==> config.mk <==
export PLATFORM = sky130hd
export DESIGN_NAME = gmux_seq_ctrl
export DESIGN_NICKNAME = d
export VERILOG_FILES = /design/src/rtl/gmux_seq_ctrl.sv
export SDC_FILE = /design/constraint.sdc
export NUM_CORES = 1
export LEC_CHECK = 0
export ABC_CLOCK_PERIOD_IN_PS = 5810
export CORE_MARGIN = 2
export CORE_UTILIZATION = 41
export CTS_CLUSTER_SIZE = 8
export DETAILED_ROUTE_END_ITERATION = 10
export GPL_ROUTABILITY_DRIVEN = 1
export PLACE_DENSITY = 0.66
export SLEW_MARGIN = 0
export SYNTH_ARGS = -nofsm -noshare
export SYNTH_HDL_FRONTEND = slang
export SYNTH_SLANG_ARGS = --single-unit
==> constraint.sdc <==
create_clock -name CLK -period 5.81 [get_ports CLK]
set_clock_uncertainty 0.15 [all_clocks]
set_input_delay 1.4525 -clock CLK [delete_from_list [all_inputs] [get_ports CLK]]
set_output_delay 1.4525 -clock CLK [all_outputs]
set_load 0.05 [all_outputs]
==> src/rtl/gmux_seq_ctrl.sv <==
// Sequencer for one GMUX global-clock cell: gates dynamic enables, switches source, then staggers
// quadrant re-enable. Optional ABORT/ABORTED ports are built when GMUX_SEQ_ABORT_EN is defined.
module gmux_seq_ctrl #(
   parameter int SETTLE_CYCLES  = 4,
   parameter int STAGGER_CYCLES = 2,
   parameter int CNT_W          = 8
) (
   input  logic       CLK,
   input  logic       RST,
   input  logic       REQ_VALID,
   output logic       REQ_READY,
   input  logic       REQ_SSEL,
   input  logic [3:0] REQ_QEN,
   input  logic [3:0] REQ_VLP,
   output logic       SSEL,
   output logic       TL_DEN,
   output logic       TL_DYNEN,
   output logic       TL_SEN,
   output logic       TL_VLP,
   output logic       TR_DEN,
   output logic       TR_DYNEN,
   output logic       TR_SEN,
   output logic       TR_VLP,
   output logic       BL_DEN,
   output logic       BL_DYNEN,
   output logic       BL_SEN,
   output logic       BL_VLP,
   output logic       BR_DEN,
   output logic       BR_DYNEN,
   output logic       BR_SEN,
   output logic       BR_VLP,
   output logic       BUSY,
   output logic       DONE,
`ifdef GMUX_SEQ_ABORT_EN
   input  logic       ABORT,
   output logic       ABORTED,
`endif
   output logic [2:0] dbg_state
);

   localparam logic [2:0] ST_IDLE   = 3'd0;
   localparam logic [2:0] ST_GATE   = 3'd1;
   localparam logic [2:0] ST_SWITCH = 3'd2;
   localparam logic [2:0] ST_ENABLE = 3'd3;
   localparam logic [2:0] ST_DONE   = 3'd4;

   localparam logic [CNT_W-1:0] SETTLE_LOAD  = CNT_W'(SETTLE_CYCLES - 1);
   localparam logic [CNT_W-1:0] STAGGER_LOAD = CNT_W'(STAGGER_CYCLES - 1);
   localparam logic [CNT_W-1:0] CNT_ONE      = CNT_W'(1);

   logic [2:0]       state;
   logic [CNT_W-1:0] cnt;
   logic [1:0]       slot;
   logic             l_ssel;
   logic [3:0]       l_qen;
   logic             ssel_r;
   logic [3:0]       den, sen, dynen, vlp;
   logic             busy_r, done_r;
`ifdef GMUX_SEQ_ABORT_EN
   logic             aborted_r;
`endif

   logic [2:0] search_start;
   logic       nxt_found;
   logic [1:0] nxt_idx;
   logic       go_enable;

   // Next enabled quadrant at or after the search start; lowest index wins.
   always_comb begin
      search_start = 3'd0;
      if (state == ST_ENABLE) search_start = {1'b0, slot} + 3'd1;
      nxt_found = 1'b0;
      nxt_idx   = 2'd0;
      for (int i = 3; i >= 0; i--) begin
         if (l_qen[i] && (3'(i) >= search_start)) begin
            nxt_found = 1'b1;
            nxt_idx   = 2'(i);
         end
      end
      go_enable = (cnt == '0) &&
                  (((state == ST_GATE) && (l_ssel == ssel_r)) ||
                   (state == ST_SWITCH) || (state == ST_ENABLE));
   end

   always_ff @(posedge CLK) begin
      if (RST) begin
         state  <= ST_IDLE;
         cnt    <= '0;
         slot   <= 2'd0;
         l_ssel <= 1'b0;
         l_qen  <= 4'd0;
         ssel_r <= 1'b0;
         den    <= 4'd0;
         sen    <= 4'd0;
         dynen  <= 4'd0;
         vlp    <= 4'd0;
         busy_r <= 1'b0;
         done_r <= 1'b0;
`ifdef GMUX_SEQ_ABORT_EN
         aborted_r <= 1'b0;
`endif
      end else begin
         done_r <= 1'b0;
`ifdef GMUX_SEQ_ABORT_EN
         aborted_r <= 1'b0;
`endif
         case (state)
            ST_IDLE: begin
               if (REQ_VALID) begin
                  l_ssel <= REQ_SSEL;
                  l_qen  <= REQ_QEN;
                  state  <= ST_GATE;
                  busy_r <= 1'b1;
                  cnt    <= SETTLE_LOAD;
                  dynen  <= 4'd0;
                  den    <= den & REQ_QEN;
                  sen    <= sen & REQ_QEN;
                  vlp    <= (vlp & REQ_QEN) | (REQ_VLP & ~REQ_QEN);
               end
            end
            ST_GATE: begin
               if (cnt != '0) begin
                  cnt <= cnt - CNT_ONE;
               end else if (l_ssel != ssel_r) begin
                  // All DYNEN are already low here, so the source can change safely.
                  state  <= ST_SWITCH;
                  ssel_r <= l_ssel;
                  cnt    <= SETTLE_LOAD;
               end
            end
            ST_SWITCH, ST_ENABLE: begin
               if (cnt != '0) cnt <= cnt - CNT_ONE;
            end
            ST_DONE: begin
               state  <= ST_IDLE;
               busy_r <= 1'b0;
            end
            default: state <= ST_IDLE;
         endcase

         if (go_enable) begin
            if (nxt_found) begin
               state        <= ST_ENABLE;
               slot         <= nxt_idx;
               cnt          <= STAGGER_LOAD;
               den[nxt_idx]   <= 1'b1;
               sen[nxt_idx]   <= 1'b1;
               dynen[nxt_idx] <= 1'b1;
               vlp[nxt_idx]   <= 1'b0;
            end else begin
               state  <= ST_DONE;
               done_r <= 1'b1;
               cnt    <= '0;
            end
         end

`ifdef GMUX_SEQ_ABORT_EN
         // Abort parks every quadrant in low-power and keeps the current source.
         if (ABORT && ((state == ST_GATE) || (state == ST_SWITCH) || (state == ST_ENABLE))) begin
            state     <= ST_IDLE;
            cnt       <= '0;
            den       <= 4'd0;
            sen       <= 4'd0;
            dynen     <= 4'd0;
            vlp       <= 4'hF;
            busy_r    <= 1'b0;
            done_r    <= 1'b0;
            aborted_r <= 1'b1;
         end
`endif
      end
   end

   assign REQ_READY = (state == ST_IDLE) & ~RST;
   assign SSEL      = ssel_r;
   assign BUSY      = busy_r;
   assign DONE      = done_r;
   assign dbg_state = state;
`ifdef GMUX_SEQ_ABORT_EN
   assign ABORTED   = aborted_r;
`endif

   assign TL_DEN = den[0];  assign TL_DYNEN = dynen[0];  assign TL_SEN = sen[0];  assign TL_VLP = vlp[0];
   assign TR_DEN = den[1];  assign TR_DYNEN = dynen[1];  assign TR_SEN = sen[1];  assign TR_VLP = vlp[1];
   assign BL_DEN = den[2];  assign BL_DYNEN = dynen[2];  assign BL_SEN = sen[2];  assign BL_VLP = vlp[2];
   assign BR_DEN = den[3];  assign BR_DYNEN = dynen[3];  assign BR_SEN = sen[3];  assign BR_VLP = vlp[3];

endmodule

==> results.json <==
{
  "use_met1": 0.211,
  "path_max_fanout": 2,
  "use_met2": 0.255,
  "holdBufCountCts": 0,
  "grt_pass1_vias": 1381,
  "syn_nets": 213,
  "drive_gt1_frac": 0.116,
  "crit_chain": "clkdlybuf4s50_1 -> nor4_1 -> clkdlybuf4s50_1",
  "crit_top_cell": "clkdlybuf4s50_1",
  "htreeDepth": 2,
  "setup_violations": 0,
  "synthCells": 199,
  "ios": 35,
  "clock_latency_ps": 300,
  "postSynthAreaPerCell_um2": 9.03,
  "cp.arrival_ps": 2960,
  "cts_buffers": 5,
  "cap_violations": 0,
  "yosysTopAreaCellShare": 0.412,
  "slew_violations": 0,
  "post-dp-hpwl_um": 2670,
  "grt-busiest-layer": "met2",
  "yosysWarnings": 0,
  "antenna_found_initial": 0,
  "grt_overflow": 0,
  "gp_congestion": 0.746,
  "synth.ff_latch_count": 37,
  "grt_pass1_wl_um": 6360,
  "peakVddDrop_mv": 0.163,
  "drc_errors": 0,
  "portBuffers": 34,
  "fp.dieArea_mm2": 0.00493,
  "start_util": 0.418,
  "route.antenna.remaining_nets": 0,
  "routedWlPerCell_um": 13.5,
  "power_w": 0.00116,
  "synthDistinctLibCells": 49,
  "tightest_slew_ps": 550,
  "path_delay_family": "buffers and inverters",
  "finalCriticalPeriod_ps": 4570,
  "drt_iter0_drc": 54,
  "n_antenna_cell": 0,
  "wirelength_um": 3850,
  "fin_ws_ps": 1240,
  "cpPeakStageDelay_ps": 860,
  "fp.dieW_um": 70.2,
  "syn_area_mm2": 0.00180,
  "coreArea_mm2": 0.00429,
  "synthTopCellsByArea": "dfxtp_1 (41%), a21oi_1 (6.1%), mux2i_1 (5.6%)",
  "post-place-ws_ps": 1240,
  "met3_usage": 0.0476,
  "nets": 246,
  "via_per_inst": 5.37,
  "hold_violations": 0,
  "yosys.area.top_type": "dfxtp_1",
  "holdCritPathClass": "reg2reg",
  "die_h_um": 70.2,
  "final.setup.tns_ps": 0,
  "slowest_stage": "clkdlybuf4s50_1",
  "cts_tree": "built",
  "path_buf_inv": 2,
  "grt_max_degree": 40,
  "cts_sinks": 37,
  "seq_area_frac_synth": 0.412,
  "crit_type": "in2out",
  "ctsResizeCount": 0,
  "max_slew_margin": 0.633,
  "cts_root_buf": "clkbuf_8",
  "setup.worst_path.start_class": "input pin",
  "cts_max_path_buffers": 2,
  "fp-row-count": 24,
  "layout_common_cells": "dfxtp_1 (37), clkdlybuf4s50_1 (34), a21oi_1 (22)",
  "fin_util": 0.531,
  "timing.final.crit_share": 0.786,
  "first_pass_iters": 4,
  "fmax_mhz": 219,
  "p_leak_nw": 0.826,
  "fill_cells": 419,
  "cp-end-kind": "output pin",
  "vias": 1530,
  "outcome": "complete, no violations",
  "cts.clk_slew.worst_paths_ps": 70,
  "post_cts_buffers": 0,
  "required_ps": 4210,
  "mostFrequentLayoutCell": "dfxtp_1",
  "gr-usage-all-layers": 0.163,
  "rsz0062_at_grt": "no",
  "p_per_area_mw_per_mm2": 508,
  "syn_to_final_growth_pct": 26.8
}
[synthesized netlist by cell type, drive strengths merged]
master   count
dfxtp       37
nor2        24
a21oi       22
o21ai       17
nand2       12
mux2i       10
inv          7
nor3         7
a211oi       5
a311oi       5
and2         5
clkbuf       5
buf          4
nand2b       4
nand3        3
nand3b       3
a2111oi      2
a21o         2
and3b        2
ha           2
nor2b        2
nor4         2
o21bai       2
o32ai        2
a211o        1
a22oi        1
nand4bb      1
nor3b        1
nor4b        1
o2111ai      1
o211a        1
o21a         1
o21ba        1
o31ai        1
or2          1
or4b         1
xnor2        1
[cells by family (layout without fill, tap and decap cells)]
kind of cell	Yosys count	in the layout	share of synthesized area
compound gates	64	64	0.245
xor+xnor	1	1	0.00488
fa+ha+maj	2	2	0.0139
buf+inv	16	50	0.0432
flops	37	37	0.412
mux	10	10	0.0557
simple gates	69	69	0.225
[power by group]
group / total, W / switching [W] / leakage, nW / internal, W
Sequential: 0.000366 / 0.0000625 / 0.301 / 0.000304
Clock: 0.000236 / 0.0000968 / 0.0574 / 0.000140
Combinational: 0.000555 / 0.000340 / 0.468 / 0.000215
Total: 0.00116 / 0.000499 / 0.826 / 0.000658
[per-layer routing]
layer | up-vias | wire length, µm
met5 | - | 0
met4 | 0 | 62
met3 | 8 | 182
met2 | 28 | 1710
met1 | 707 | 1900
li1 | 787 | -
[flip-flops by register name, indices dropped and copies added, names as in the netlist]
name	flops
sen	4
dbg_state	3
dynen	4
cnt	8
l_qen	4
slot	2
vlp	4
SSEL	1
den	4
DONE	1
BUSY	1
l_ssel	1
[cell type report]
| cell class | instances | area (µm²) | area share |
|---|---|---|---|
| Inverter | 7 | 26.3 | 0.0115 |
| Clock inverter | 2 | 37.5 | 0.0165 |
| Sequential cell | 37 | 741 | 0.325 |
| Clock buffer | 6 | 82.6 | 0.0362 |
| Tap cell | 52 | 65.1 | 0.0286 |
| Multi-Input combinational cell | 146 | 978 | 0.429 |
| Timing Repair Buffer | 35 | 348 | 0.153 |
[worst paths after layout]
| path | start | to | slack (ps) | depth (start not counted) |
|---|---|---|---|---|
| hold reg to reg | dynen[0]$_SDFF_PP0_ | dynen[0]$_SDFF_PP0_ | 310 | 2 |
| setup / recovery | RST | REQ_READY | 1240 | 3 |
| setup reg to reg | cnt[0]$_SDFFE_PP0P_ | dynen[3]$_SDFF_PP0_ | 3680 | 7 |
| hold / removal | dynen[0]$_SDFF_PP0_ | dynen[0]$_SDFF_PP0_ | 310 | 2 |
[through the flow]
| step | cells | cell area [µm²] | hold slack, ps |
|---|---|---|---|
| floorplan | 199 | 1800 | 300 |
| global placement | 277 | 2160 | 299 |
| detailed placement | 277 | 2160 | 301 |
| CTS | 285 | 2280 | 315 |
| global route | 285 | 2280 | 334 |
| finish | 285 | 2280 | 308 |
[worst min-delay path, cell delays in order, from the launching register on]
cell	delay (ps)
dfxtp_1	310
nand2_1	50
a21oi_1	50
Note: power is estimated with default switching activity, not from simulation.
